### src/rtl/cordic_iterative_hs.sv
// Iterative CORDIC engine with rotation/vectoring modes, valid/ready handshakes
// on both sides, internal headroom bits and saturated x/y outputs.
// One micro-rotation is performed per clock; z uses a binary angle where
// full scale (1.0) represents pi, so z wraps naturally modulo 2*pi.
module cordic_iterative_hs #(
    parameter int N_FRAC     = 7,
    parameter int ITERATIONS = 6,
    parameter int GUARD_BITS = 2
) (
    input  logic                 clk_i,
    input  logic                 rst_i,
    input  logic signed [N_FRAC:0] x_i,
    input  logic signed [N_FRAC:0] y_i,
    input  logic signed [N_FRAC:0] z_i,
    input  logic                 mode_i,
    input  logic                 in_valid_i,
    output logic                 in_ready_o,
    output logic signed [N_FRAC:0] x_o,
    output logic signed [N_FRAC:0] y_o,
    output logic signed [N_FRAC:0] z_o,
    output logic                 out_valid_o,
    input  logic                 out_ready_i
);

    localparam int W  = N_FRAC + 1;
    localparam int WI = W + GUARD_BITS;
    localparam int CW = (ITERATIONS > 1) ? $clog2(ITERATIONS) : 1;

    localparam logic [CW-1:0] LAST_ITER = CW'(ITERATIONS - 1);

    // floor(atan(2^-i) / pi * 2^15); rescaled to the configured angle width.
    localparam int T16 [16] = '{8192, 4836, 2555, 1297, 651, 325, 162, 81,
                                40, 20, 10, 5, 2, 1, 0, 0};

    localparam logic signed [WI-1:0] SAT_MAX = WI'((1 << N_FRAC) - 1);
    localparam logic signed [WI-1:0] SAT_MIN = WI'(-(1 << N_FRAC));

    typedef enum logic [1:0] {
        S_IDLE   = 2'd0,
        S_CALC   = 2'd1,
        S_OUTPUT = 2'd2
    } state_t;

    state_t                state_q, state_d;
    logic [CW-1:0]         counter_q, counter_d;
    logic signed [WI-1:0]  x_q, x_d;
    logic signed [WI-1:0]  y_q, y_d;
    logic signed [W-1:0]   z_q, z_d;
    logic                  mode_q, mode_d;

    logic signed [WI-1:0]  x_shift, y_shift;
    logic signed [WI-1:0]  x_step, y_step;
    logic signed [W-1:0]   z_step;
    logic signed [W-1:0]   angle;
    logic [3:0]            angle_idx;
    logic                  d_pos;

    // Clamp an internal headroom value into the external Q0.N_FRAC range.
    function automatic logic signed [W-1:0] saturate(input logic signed [WI-1:0] v);
        if (v > SAT_MAX) begin
            return W'(SAT_MAX);
        end else if (v < SAT_MIN) begin
            return W'(SAT_MIN);
        end
        return W'(v);
    endfunction

    // State register.
    // NOTE: sequential state uses non-blocking assignments so every register
    // samples the pre-edge values, independent of block evaluation order.
    always_ff @(posedge clk_i) begin
        if (rst_i) begin
            state_q <= S_IDLE;
        end else begin
            state_q <= state_d;
        end
    end

    // Next-state logic: accept in IDLE, iterate in CALC, hold in OUTPUT until taken.
    // NOTE: every combinational output is given a default first so no path
    // leaves it unassigned, which would otherwise infer a latch.
    always_comb begin
        state_d = state_q;
        case (state_q)
            S_IDLE:   if (in_valid_i)              state_d = S_CALC;
            S_CALC:   if (counter_q == LAST_ITER)  state_d = S_OUTPUT;
            S_OUTPUT: if (out_ready_i)             state_d = S_IDLE;
            default:                               state_d = S_IDLE;
        endcase
    end

    // Output logic: handshake flags from state, results straight from registers.
    always_comb begin
        in_ready_o  = (state_q == S_IDLE);
        out_valid_o = (state_q == S_OUTPUT);
        x_o         = saturate(x_q);
        y_o         = saturate(y_q);
        z_o         = z_q;
    end

    // One micro-rotation: direction from z sign (rotation) or y sign (vectoring).
    always_comb begin
        x_shift   = x_q >>> counter_q;
        y_shift   = y_q >>> counter_q;
        angle_idx = 4'(counter_q);
        angle     = W'(T16[angle_idx] >>> (15 - N_FRAC));
        d_pos     = mode_q ? y_q[WI-1] : ~z_q[W-1];
        if (d_pos) begin
            x_step = x_q - y_shift;
            y_step = y_q + x_shift;
            z_step = z_q - angle;
        end else begin
            x_step = x_q + y_shift;
            y_step = y_q - x_shift;
            z_step = z_q + angle;
        end
    end

    // Datapath next values: capture operands in IDLE, step them in CALC, else hold.
    always_comb begin
        x_d       = x_q;
        y_d       = y_q;
        z_d       = z_q;
        mode_d    = mode_q;
        counter_d = counter_q;
        case (state_q)
            S_IDLE: begin
                if (in_valid_i) begin
                    x_d       = WI'(x_i);
                    y_d       = WI'(y_i);
                    z_d       = z_i;
                    mode_d    = mode_i;
                    counter_d = '0;
                end
            end
            S_CALC: begin
                x_d = x_step;
                y_d = y_step;
                z_d = z_step;
                if (counter_q != LAST_ITER) begin
                    counter_d = counter_q + 1'b1;
                end
            end
            default: ;
        endcase
    end

    // Datapath registers; reset clears them so the outputs read zero.
    always_ff @(posedge clk_i) begin
        if (rst_i) begin
            x_q       <= '0;
            y_q       <= '0;
            z_q       <= '0;
            mode_q    <= 1'b0;
            counter_q <= '0;
        end else begin
            x_q       <= x_d;
            y_q       <= y_d;
            z_q       <= z_d;
            mode_q    <= mode_d;
            counter_q <= counter_d;
        end
    end

endmodule

### config.mk
export PLATFORM = sky130hd
export DESIGN_NAME = cordic_iterative_hs
export DESIGN_NICKNAME = d
export VERILOG_FILES = /design/src/rtl/cordic_iterative_hs.sv
export SDC_FILE = /design/constraint.sdc
export NUM_CORES = 1
export LEC_CHECK = 0
export CAP_MARGIN = 0
export CELL_PAD_IN_SITES_DETAIL_PLACEMENT = 0
export CELL_PAD_IN_SITES_GLOBAL_PLACEMENT = 1
export CORE_ASPECT_RATIO = 1.4
export CORE_MARGIN = 3
export CORE_UTILIZATION = 44
export CTS_CLUSTER_DIAMETER = 50
export CTS_CLUSTER_SIZE = 10
export DETAILED_ROUTE_END_ITERATION = 16
export GPL_TIMING_DRIVEN = 0
export PLACE_DENSITY = 0.92
export SLEW_MARGIN = 20
export SYNTH_ARGS = -nofsm -noshare
export SYNTH_HDL_FRONTEND = slang
export SYNTH_SLANG_ARGS = --single-unit
export TNS_END_PERCENT = 100
### constraint.sdc
create_clock -name clk_i -period 8.6 [get_ports clk_i]
set_input_delay 2.58 -clock clk_i [delete_from_list [all_inputs] [get_ports clk_i]]
set_output_delay 2.58 -clock clk_i [all_outputs]
set_load 0.005 [all_outputs]
==> results of run 1 <==
-- cell type report --
cell class	count	area (sq um)	share of cell area, %
plain buffers	41	216	4.42
clock buffers	7	143	2.91
clock inverters	1	5.00	0.102
inverters	26	97.6	1.99
multi-input cells	452	3080	62.9
flip-flops and latches	34	681	13.9
well taps	105	131	2.68
repair buffers	54	541	11.0
-- worst paths after layout --
check | start | end | slack (ns) | cells past startpoint
max | y_q[8] | y_o[2] | 3.78 | 6
min | z_o[5] | z_o[5] | 0.48 | 2
max reg2reg | counter_q[0] | y_q[9] | 4.56 | 17
min reg2reg | z_o[5] | z_o[5] | 0.48 | 2
-- cells in the mapped netlist, drive strengths merged (5+ instances only) --
master	count	area, sq um
nor2b	10	62.6
o211ai	6	45.0
o21a	6	45.0
nor2	75	282
xor2	13	114
buf	15	119
o221ai	9	85.1
dfxtp	34	681
clkbuf	26	97.6
nand2	71	267
xnor2	18	158
nor3	11	55.1
a21o	5	37.5
o31ai	5	37.5
inv	26	97.6
mux2i	18	180
a211oi	7	52.6
or2	6	37.5
mux4	8	180
nand2b	7	43.8
nand3	6	30.0
ha	33	413
a21oi	49	249
o21ai	27	135
-- cell families after synthesis --
logic type / Yosys count
AND/OR/NAND/NOR: 207
AO/OA/AOI/OAI: 147
buffers and inverters: 67
adder cells (fa/ha/maj): 36
flip-flops: 34
XOR/XNOR: 32
multiplexers: 30
-- layer usage --
layer | vias up | routed length (microns)
met1 | 2046 | 5540
met2 | 156 | 6780
met5 | - | 0
li1 | 2077 | -
met4 | 0 | 654
met3 | 38 | 674
-- state kept, by name, indices dropped and copies added, names as in the netlist --
signal	flops
counter_q	3
x_q	10
z_o	8
state_q	2
y_q	10
mode_q	1
-- worst max-delay path: cells and delay by family, from the launching register on --
| kind | cells | cell delay [ns] |
|---|---|---|
| and+or+nand+nor | 3 | 0.52 |
| buffers and inverters | 3 | 1.08 |
| DFF | 1 | 0.34 |
-- power groups by stage --
stage          Combinational (W)  Clock, W  Sequential [W]
2_1_floorplan           0.000410         0        0.000201
3_3_place_gp            0.000569         0        0.000213
3_5_place_dp            0.000581         0        0.000214
4_1_cts                 0.000586  0.000193        0.000211
5_1_grt                 0.000658  0.000199        0.000214
6_report                0.000588  0.000191        0.000211
-- through the flow --
step	instance area, sq um	setup WS, ns	util, %	hold WS (ns)
finish	4890	3.78	55.6	0.485
floorplan	4080	4.80	-	0.464
detailed placement	4750	3.55	53.9	0.477
CTS	4890	3.78	55.6	0.487
global placement	4750	3.58	53.9	0.466
global route	4890	3.62	55.6	0.524
==> flow_results.org, run 1 <==
** Status
- The flow ran to the end, and the final reports show no timing, DRC or antenna violations.

** Global route
- The first global-routing pass estimated 22200 microns of wire.
- GR Layer Usage met3 :: 2.88%
- For this run, global-route usage on met1 was measured as 34.1%.
- In the global route stage, overall resource usage came out at 27.1%.
- The number of antenna violations at the first check in global routing was 0.
- The layer flagged by global routing as most heavily used is met2.
- Overflow left after global routing :: 0
- In the global route stage, met2 resource usage came out at 45.0%.
- Entering global routing, the biggest net connects 11 pins.
- Via count of the first global-routing pass :: 4361

** STA
- Fraction of the cycle the final worst path needs :: 56.1%
- Final setup skew :: 0.00458 ns
- Final Hold Fails :: 0
- Max-slew violation total from the final report :: 0
- Setup repair after global routing left no endpoint under its margin.
- Slew headroom :: 43.2%
- For the pin with the worst max-slew slack, the measured transition is 0.849 ns.
- Adding up every negative setup slack in the final design gives 0 ns.
- Final setup violation count :: 0
- After layout, the minimum clock period comes to 4.82 ns.
- Maximum achievable frequency :: 0.207 GHz

** Clocking
- Setup fix buffers added after clock tree synthesis :: 0
- The number of clock buffers added by TritonCTS is 5.
- CTS tree :: done
- Clock latency on the worst-skew pair, taken at its later pin, is 0.29 ns.
- The tree is rooted in a sky130_fd_sc_hd__clkbuf_16.
- The clock passes through at most 2 buffers.
- CTS clock-pin slew for the worst setup and hold paths :: 0.06 ns
- Buffers inserted to repair hold after CTS numbered 0.
- The clock net in this run drives a total of 34 sinks.
- In this run, post-CTS repair resized a total of 0 instances.
- CTS built an H-tree with a depth of 2.

** Synth
- After synthesis, the largest family of logic cells by area is compound AO/OA/AOI/OAI gates.
- Proportion of synthesized area in mux cells :: 10.0%
- During synthesis, Yosys emitted a total of 0 warnings.
- Net count after synthesis :: 618
- Synthesized instance count :: 553
- Of the total synthesized cell area, the portion taken by full adders, half adders and majority gates is 11.6%.
- Distinct cells, synth :: 66
- Seq/Total Area, Yosys :: 16.7%
- For this run, the leading register cell type out of synthesis is sky130_fd_sc_hd__dfxtp_1.
- In this run, synthesis inferred 0 flip-flops with an integrated enable.
- Average cell area after synthesis :: 7.37 sq um
- In this run, synthesis produced a sequential element count of 34.
- Compound-Gate Fraction of Synth Area :: 23.9%
- In the synthesized netlist the async set-or-reset flop fraction comes to 0%.
- Post-synthesis instance area :: 4080 sq um
- Share of the synthesized netlist area taken by xor and xnor gates :: 7.25%
- Summing the areas of all and, or, nand and nor instances in the mapped netlist gives 22.8% of the synthesized area.

** Die
- Die X :: 87.3 microns
- Number of placement rows :: 40
- In this run the count of I/O pins placed on the die edge is 55.
- The die covers 10500 sq um.
- The core region is 8810 sq um.
- Starting utilization of the core area :: 46.3%
- DIE HEIGHT :: 120 microns

** Place
- Number of cells after detailed placement :: 712
- Number of I/O port buffers :: 54
- Gpl congestion :: 1.02
- Detailed placement finished with a half-perimeter wire length of 10400 microns.

** Route
- DR vias/cell :: 6.00
- For this run, design rule violations remaining after detail routing come to 0.
- For this block, the routed nets add up to 13600 microns of wire.
- Number of iterations in the first detailed-routing pass :: 5
- Drt wl/cell :: 19.0 microns
- Remaining antenna violation count after routing :: 0
- Total vias in the final route :: 4317
- The detailed router finished its first iteration with 394 violations.

** Finish
- Leaving out filler cells and counting taps, the final layout contains 720.
- Number of diodes :: 0
- Of the cells placed in the final design, the portion with a size suffix greater than 1 is 6.67%.
- Area added between synthesis and finish :: 20.1%
- In the final design database the tool counted 679 nets.
- Most frequent standard cell in the layout excluding fill and tap cells :: sky130_fd_sc_hd__nor2_1
- Most used cells in the layout excluding fill and tap cells :: 75 x sky130_fd_sc_hd__nor2_1, 71 x sky130_fd_sc_hd__nand2_1, 54 x sky130_fd_sc_hd__clkdlybuf4s50_1
- Layout filler cell count :: 882

** Setup path
- The setup path with the least slack is of type reg -> out.
- Max Fanout on Critical Path :: 9
- Crit path largest cell delay :: 0.51 ns
- Critical Path Sink Type :: output pin
- Traced cell by cell, the critical path runs through clkbuf_1 > nor2_1 > or2_2 > clkbuf_1 > nand2_1 > clkdlybuf4s50_1.
- Top cell by count, worst path :: sky130_fd_sc_hd__clkbuf_1
- Critical path arrival :: 2.24 ns
- Data on the critical path is required at its endpoint by 6.02 ns.
- For this design, the slowest cell found on the critical path is sky130_fd_sc_hd__clkdlybuf4s50_1.
- Element type at the critical path start :: flop

** Pwr
- Combinational cells account for 59.4% of the total power.
- Per report_power, the clock group accounts for 19.3% of the total.
- Power Density :: 202 nW/um^2
- Across the VDD grid, the largest voltage drop is 0.104 mV.
- Part of the total power dissipated in sequential elements :: 21.3%
- For this design the static power due to leakage is 2.00 nW.
- Summing internal, switching and leakage power gives 0.000991 W.
- The internal power of the cells totals 0.000575 W.
- Net load switching power :: 0.000416 W
- In this run switching power makes up 42.0% of total power.

** Flow run
- Number of maximum-capacitance constraint violations :: 0

** Min path
- In this run the worst hold path is classified as reg -> reg.
Power figures use the tool's default switching activity.
==> inputs of run 2 (changes only) <==
--- a/config.mk
+++ b/config.mk
@@ -10,12 +10,12 @@
 export CELL_PAD_IN_SITES_GLOBAL_PLACEMENT = 1
 export CORE_ASPECT_RATIO = 1.4
 export CORE_MARGIN = 3
-export CORE_UTILIZATION = 44
+export CORE_UTILIZATION = 41
 export CTS_CLUSTER_DIAMETER = 50
 export CTS_CLUSTER_SIZE = 10
 export DETAILED_ROUTE_END_ITERATION = 16
 export GPL_TIMING_DRIVEN = 0
-export PLACE_DENSITY = 0.92
+export PLACE_DENSITY = 0.86
 export SLEW_MARGIN = 20
 export SYNTH_ARGS = -nofsm -noshare
 export SYNTH_HDL_FRONTEND = slang
==> constraint.sdc (replaced) <==
create_clock -name clk_i -period 5 [get_ports clk_i]
set_input_delay 1.5 -clock clk_i [delete_from_list [all_inputs] [get_ports clk_i]]
set_output_delay 1.5 -clock clk_i [all_outputs]
set_load 0.005 [all_outputs]
==> run 2 against run 1 <==
Compared with the run above: total power is 73% higher; cell count is 3.8% higher; final area is 0.69% higher; critical path type is now reg -> reg; largest cell class unchanged; critical endpoint is now y_q[8]; critical path depth is 7 higher.
==> flow_results.org, run 2 (synthesis results as in run 1) <==
** Finish
- The antenna diode count is 0 (unchanged).
- Most used cells in the layout excluding fill and tap cells :: 75 x sky130_fd_sc_hd__nor2_1, 71 x sky130_fd_sc_hd__nand2_1, 54 x sky130_fd_sc_hd__clkdlybuf4s50_1
- The library cell used most frequently in the layout, excluding fill and tap cells, is sky130_fd_sc_hd__nor2_1.
- Post-Layout Cell Count :: 747 (+3.8%)
- Area of the multi-input gates :: 3080 sq um (unchanged)
- The register area is 681 sq um (unchanged).
- The filler cell count came to 1007 (+14%).
- The ratio of cells with drive above 1 in the final layout is 6.67% (unchanged).
- Nets :: 679 (unchanged)
- Area added between synthesis and finish :: 20.9%

** Min path
- Worst min-delay path endpoint :: z_o[5]
- Type of the worst min-delay path :: reg -> reg
- The worst hold path begins at z_o[5].
- Hold Path Cell Cnt :: 2 (unchanged)

** STA
- The tightest slew margin relative to the limit is 40.5% (-2.7 points).
- The summed negative setup slack over all endpoints came to 0 ns (unchanged).
- Final setup skew :: 0.00285 ns (-0.00172 ns)
- Setup repair after global routing left no endpoint under its margin.
- Final Hold Fails :: 0 (unchanged)
- Time the worst path needs with I/O delays and setup :: 4.17 ns
- Transition at the pin with the smallest max-transition slack :: 0.890 ns (+0.0408 ns)
- Max-slew violation total from the final report :: 0 (unchanged)
- Maximum achievable frequency :: 0.240 GHz
- The worst path uses 83.4% of the clock period.
- The total setup violations reported at the end of the flow is 0 (unchanged).

** Global route
- The number of antenna violations at the first check in global routing is 0 (unchanged).
- Overflow left after global routing :: 0 (unchanged)
- The first-pass GRT wire length is 22000 microns (-0.81%).
- Via count of the first global-routing pass :: 4258 (-2.4%)
- Maximum number of pins on one net before global-route repair :: 11 (unchanged)
- Overall Global Routing Usage :: 25.2% (-2.0 points)

** Setup path
- Startpoint-to-endpoint class of the critical path :: reg -> reg
- The worst reg2reg path depth is 13 (-4).
- The signal arrival time at the worst endpoint is 4.40 ns (+2.16 ns).
- The worst setup path is captured at a flop.
- Max Fanout on Critical Path :: 10 (+1)
- In this run the critical register-to-register path is launched from y_q[9].
- STA classifies the critical path startpoint as a flop.
- The worst setup slack for register-to-register paths was 0.83 ns (-3.73 ns).
- End of the worst register-to-register path :: y_q[8]
- Data required, critical path :: 5.23 ns (-0.79 ns)

** Place
- The instance count after placement with tap cells included came to 739 (+3.8%).
- The estimated wirelength of the detail-placed design was 10700 microns (+2.9%).
- Number of I/O port buffers :: 54 (unchanged)
- The routability congestion estimate is 0.977 (-3.9%).

** Clocking
- The worst-skew pair later-pin latency was 0.29 ns (about the same).
- Clock Root Buffer :: sky130_fd_sc_hd__clkbuf_16
- The total of hold buffers inserted after clock tree synthesis was 0 (unchanged).
- The maximum clock path buffer count came to 2 (unchanged).
- The clock-pin slew of the registers on the worst-case setup and hold paths is 0.06 ns (about the same).
- Number of CTS-inserted buffers :: 5 (unchanged)
- CTS tree :: done
- The total setup buffers inserted after CTS came to 0 (unchanged).
- The post-cts resize count was 0 (unchanged).
- Number of levels in the clock H-tree :: 2 (unchanged)
- The total number of clock tree sinks was 34 (unchanged).

** Route
- Number of violations reported at the end of detailed-routing iteration 0 :: 347 (-12%)
- Drt total wl :: 14100 microns (+3.3%)
- Number of iterations in the first detailed-routing pass :: 5 (unchanged)
- The average routed wire per standard cell was 18.9 microns (-0.46%).
- Remaining antenna violation count after routing :: 0 (unchanged)
- Total vias in the final route :: 4316 (-0.023%)
- The count of unresolved DRC violations after routing was 0 (unchanged).
- DR vias/cell :: 5.78 (-3.6%)

** Die
- Die Outline Area :: 11200 sq um (+6.9%)
- The initial core utilization came to 42.6% (-3.7 points).
- The height of the die was 124 microns (+3.4%).
- The horizontal die dimension was 90.3 microns (+3.3%).
- The standard cell core area came to 9560 sq um (+8.6%).
- I/O pins :: 55 (unchanged)
- The number of rows in the core area is 42 (+5.0%).

** Status
- Run status :: finished, final reports clean

** Pwr
- The highest ir drop seen on vdd came to 0.148 mV (+43%).
- The cell area power density came to 348 nW/um^2 (+72%).
- Leakage power :: 2.00 nW (unchanged)

** Flow run
- Number of maximum-capacitance constraint violations :: 0 (unchanged)
run 2: cell counts in the layout (fill, tap and decap cells not counted):
No cell type changed its count.
run 2: worst max path at each step:
stage,startpoint,to,slack [ns],cells past startpoint
floorplan,counter_q[0],y_q[9],1.50,17
global placement,in_valid_i,z_o[7],1.00,6
detailed placement,in_valid_i,y_q[5],0.98,6
CTS,counter_q[0],y_q[9],0.94,17
global route,counter_q[0],y_q[9],0.55,17
finish,y_q[9],y_q[8],0.83,13
run 2: worst max-delay path, cell delays in order, from the launching register on:
cell and delay [ns]:
sky130_fd_sc_hd__dfxtp_1 0.51, sky130_fd_sc_hd__clkbuf_1 0.48, sky130_fd_sc_hd__a21o_1 0.34, sky130_fd_sc_hd__buf_1 0.48
sky130_fd_sc_hd__o21a_1 0.21, sky130_fd_sc_hd__inv_1 0.07, sky130_fd_sc_hd__fa_1 0.43, sky130_fd_sc_hd__nor2b_1 0.14
sky130_fd_sc_hd__o21ai_0 0.13, sky130_fd_sc_hd__a21boi_0 0.31, sky130_fd_sc_hd__o21a_1 0.22, sky130_fd_sc_hd__o211ai_1 0.13
sky130_fd_sc_hd__a2111oi_0 0.47, sky130_fd_sc_hd__a311o_1 0.18
run 2: stage by stage:
step           power (W)  worst slack, ns  util (%)  hold WS [ns]  cell area [sq um]
2_1_floorplan    0.00105             1.50         -         0.464               4080
3_3_place_gp     0.00135             1.00      50.0         0.464               4780
3_5_place_dp     0.00138            0.979      50.0         0.468               4780
4_1_cts          0.00171            0.943      51.5         0.479               4930
5_1_grt          0.00184            0.545      51.5         0.525               4930
6_report         0.00171            0.832      51.5         0.482               4930
run 2: layer usage:
layer / GRT usage, % / vias to the layer above / wire length, microns
met1: 28.8 / 2052 / 5640
met5: 0 / - / 0
met2: 46.5 / 155 / 7100
li1: - / 2073 / -
met4: 12.7 / 0 / 626
met3: 2.72 / 36 / 732
run 2: cell type report:
type                            count  share of cell area (%)
Buffer                             41                    4.39
Multi-Input combinational cell    452                    62.5
Clock inverter                      1                   0.102
Sequential cell                    34                    13.8
Timing Repair Buffer               54                    11.0
Tap cell                          132                    3.35
Inverter                           26                    1.98
Clock buffer                        7                    2.89
run 2: power breakdown:
| group | total, W | internal [W] | switching [W] |
|---|---|---|---|
| Clock | 0.000331 | 0.000198 | 0.000133 |
| Combinational | 0.00102 | 0.000485 | 0.000535 |
| Sequential | 0.000363 | 0.000307 | 0.0000562 |
==> inputs of run 3 (changes only) <==
==> constraint.sdc (replaced) <==
create_clock -name clk_i -period 4.2 [get_ports clk_i]
set_input_delay 1.26 -clock clk_i [delete_from_list [all_inputs] [get_ports clk_i]]
set_output_delay 1.26 -clock clk_i [all_outputs]
set_load 0.005 [all_outputs]
==> run 3 against run 2 <==
Compared with the run above: combinational power rose by 20%; largest power group unchanged; global-route usage did not move; critical path type unchanged; worst setup slack got worse by 0.52 ns; sequential share of layout area barely moved; flip-flop and latch count did not move; clock skew rose by 0.0014 ns; maximum frequency rose by 7.2%; total power rose by 19%; cell count fell by 0.13%; wire length fell by 0.37%; largest cell class unchanged.
==> flow_results.org, run 3 (synthesis results as in run 1) <==
** Status
- Run status :: finished, final reports clean

** Die
- Number of placement rows :: 42 (unchanged)
- Placeable core area :: 9560 sq um (unchanged)
- Die Outline Area :: 11200 sq um (unchanged)
- Die X :: 90.3 microns (unchanged)
- DIE HEIGHT :: 124 microns (unchanged)
- I/O pins :: 55 (unchanged)
- Starting utilization of the core area :: 42.6% (unchanged)

** Route
- Final routed DRC violation total :: 0 (unchanged)
- The post-detailed-route count of antenna-violating nets was 0 (unchanged).
- The starting DRC count in detailed routing is 351 (+1.2%).
- The total number of vias came to 4309 (-0.16%).
- DR vias/cell :: 5.78 (about the same)
- Drt wl/cell :: 18.8 microns (-0.24%)
- Drt total wl :: 14000 microns (-0.37%)
- Number of iterations in the first detailed-routing pass :: 5 (unchanged)

** Setup path
- Crit path largest cell delay :: 0.51 ns (about the same)
- Element type at the critical path start :: flop
- The worst reg2reg path depth came to 17 (+4).
- End of the worst register-to-register path :: y_q[9]
- The buffering stage count on the worst path with inverters included came to 3 (unchanged).
- End point of the critical path :: y_q[9]
- The most critical setup path has its startpoint at counter_q[0].
- The worst setup slack for register-to-register paths is 0.31 ns (-0.52 ns).
- Max Fanout on Critical Path :: 10 (unchanged)
- Number of gates on the worst path with buffers counted :: 17 (+4)
- Startpoint-to-endpoint class of the critical path :: reg -> reg
- Among cell families on the critical path, the largest total delay comes from compound AO/OA/AOI/OAI gates.
- Walking the worst path, the cells encountered are buf_6 > mux2i_1 > o22ai_1 > a221o_1 > inv_1 > ha_1 > inv_1 > nor3_2 > nor2_1 > xor2_1 > ha_1 > o21a_1 > a2111oi_1 > o31ai_1 > nand2_1 > a21oi_1 > a311o_1.
- The required time of the critical path is 4.38 ns (-0.85 ns).
- STA classifies the critical path endpoint as a flop.
- Critical path arrival :: 4.07 ns (-0.33 ns)
- The startpoint identified for the worst register-to-register timing path is counter_q[0].
- Slowest library cell on the worst path :: sky130_fd_sc_hd__a2111oi_1

** Place
- Gpl congestion :: 0.977 (unchanged)
- The number of buffers added on ports was 54 (unchanged).
- Detailed placement HPWL :: 10700 microns (unchanged)
- The worst slack at placement was 0.183 ns (-0.795 ns).

** Finish
- The library cell used most frequently in the layout, excluding fill and tap cells, is sky130_fd_sc_hd__nor2_1.
- Most used cells in the layout excluding fill and tap cells :: 75 x sky130_fd_sc_hd__nor2_1, 71 x sky130_fd_sc_hd__nand2_1, 54 x sky130_fd_sc_hd__clkdlybuf4s50_1
- The ratio of cells with drive above 1 in the final layout is 7.33% (+0.66 points).
- Compared with the post-synthesis result, the final layout area differs by 21.2%.
- Number of diodes :: 0 (unchanged)
- Nets :: 678 (-0.15%)

** STA
- The maximum clock rate is 0.257 GHz (+7.2%).
- The final clock period utilization by the worst path came to 92.6% (+9.3 points).
- Slew headroom :: 40.9% (+0.39 points)
- Final Hold Fails :: 0 (unchanged)
- The total setup violations reported at the end of the flow is 0 (unchanged).
- Max-slew violation total from the final report :: 0 (unchanged)
- The clock period minus final worst setup slack came to 3.89 ns (-0.278 ns).
- The summed negative setup slack over all endpoints is 0 ns (unchanged).
- The slew at the pin closest to its max-slew limit is 0.884 ns (-0.00582 ns).
- The post-route worst setup slack came to 0.310 ns (-0.522 ns).
- Setup repair after global routing left no endpoint under its margin.
- Final setup skew :: 0.00422 ns (+0.00136 ns)

** Clocking
- CTS clock-pin slew for the worst setup and hold paths :: 0.06 ns (about the same)
- TritonCTS built the clock tree.
- The total number of clock tree sinks is 34 (unchanged).
- CTS Buffer Depth :: 2 (unchanged)
- Clock Root Buffer :: sky130_fd_sc_hd__clkbuf_16
- Clock latency on the worst-skew pair :: 0.29 ns (about the same)
- Number of levels in the clock H-tree :: 2 (unchanged)
- The total of hold buffers inserted after clock tree synthesis is 0 (unchanged).
- Number of CTS-inserted buffers :: 5 (unchanged)

** Pwr
- Peak supply drop :: 0.173 mV (+17%)
- The register share of total power came to 21.1% (about the same).
- Clock network fraction of total power :: 19.3% (about the same)
- The cell area power density came to 414 nW/um^2 (+19%).
- Pint :: 0.00118 W (+19%)
- The part of the power in combinational logic came to 59.6% (about the same).
- Leakage power :: 2.01 nW (+0.25%)
- The switching fraction of total power came to 42.3% (about the same).
- Net load switching power :: 0.000865 W (+19%)

** Flow run
- The count of maximum capacitance violations is 0 (unchanged).

** Min path
- Type of the worst min-delay path :: reg -> reg

** Global route
- The first-pass GRT wire length is 22000 microns (unchanged).
- Number of antenna violations at the first check in global routing :: 0 (unchanged)
- The pin count of the biggest net entering global routing was 11 (unchanged).
- The overflow left after global routing came to 0 (unchanged).
- Overall Global Routing Usage :: 25.2% (unchanged)
- The number of global-route vias before repair was 4258 (unchanged).
-- run 3: cell count changes in the layout (fill, tap and decap cells not counted), moves of 2 or more --
| cell | before | now |
|---|---|---|
| sky130_fd_sc_hd__a2111oi_0 | 3 | 0 |
| sky130_fd_sc_hd__a2111oi_1 | 0 | 3 |
| sky130_fd_sc_hd__buf_1 | 3 | 1 |
| sky130_fd_sc_hd__clkbuf_2 | 0 | 2 |
-- run 3: tightest hold or removal path, stage by stage, from the launching register on --
cell                      delay (ns)
sky130_fd_sc_hd__dfxtp_1        0.32
sky130_fd_sc_hd__nand2_1        0.06
sky130_fd_sc_hd__a21oi_1        0.05
-- run 3: worst min-delay path by stage --
stage                     startpoint     end  cells after the start
after detailed placement      z_o[5]  z_o[5]                      2
final                         z_o[5]  z_o[5]                      2
after floorplan               mode_q  mode_q                      2
after global routing          mode_q  mode_q                      2
after global placement        z_o[4]  z_o[4]                      2
after CTS                     z_o[5]  z_o[5]                      2
-- run 3: power by group through the flow --
stage | Clock (W) | Sequential [W] | Combinational [W]
after floorplan | 0 | 0.000412 | 0.000840
after global placement | 0 | 0.000438 | 0.00117
after detailed placement | 0 | 0.000437 | 0.00120
after CTS | 0.000395 | 0.000430 | 0.00121
after global routing | 0.000404 | 0.000437 | 0.00135
final | 0.000395 | 0.000432 | 0.00122
-- run 3: cell type report --
cell class | instances | area (sq um)
Buffer | 40 | 215
Clock buffer | 7 | 143
Clock inverter | 1 | 5.00
Fill cell | 1005 | 4630
Inverter | 26 | 97.6
Multi-Input combinational cell | 452 | 3090
Sequential cell | 34 | 681
Tap cell | 132 | 165
Timing Repair Buffer | 54 | 541
-- run 3: metal layers --
metal	track usage (%)	vias to the layer above	routed length (microns)
met5	0	-	0
met4	12.7	0	654
met3	2.72	37	653
met1	28.8	2050	5710
met2	46.5	141	7020
li1	-	2081	-
-- run 3: repair_timing --
action | in CTS | in global routing
gates resized for setup | 0 | 9
hold endpoints to repair | 0 | 0
endpoints found under the setup margin | 0 | 6
setup buffers | 0 | 0
-- run 3: through the flow --
stage / hold WS (ns) / total power, W / cells / util, % / area (sq um)
global placement: 0.464 / 0.00161 / 739 / 50.0 / 4780
floorplan: 0.464 / 0.00125 / 553 / - / 4080
detailed placement: 0.468 / 0.00164 / 739 / 50.0 / 4780
global route: 0.525 / 0.00219 / 746 / 51.6 / 4940
CTS: 0.479 / 0.00204 / 747 / 51.5 / 4930
finish: 0.481 / 0.00205 / 746 / 51.6 / 4940
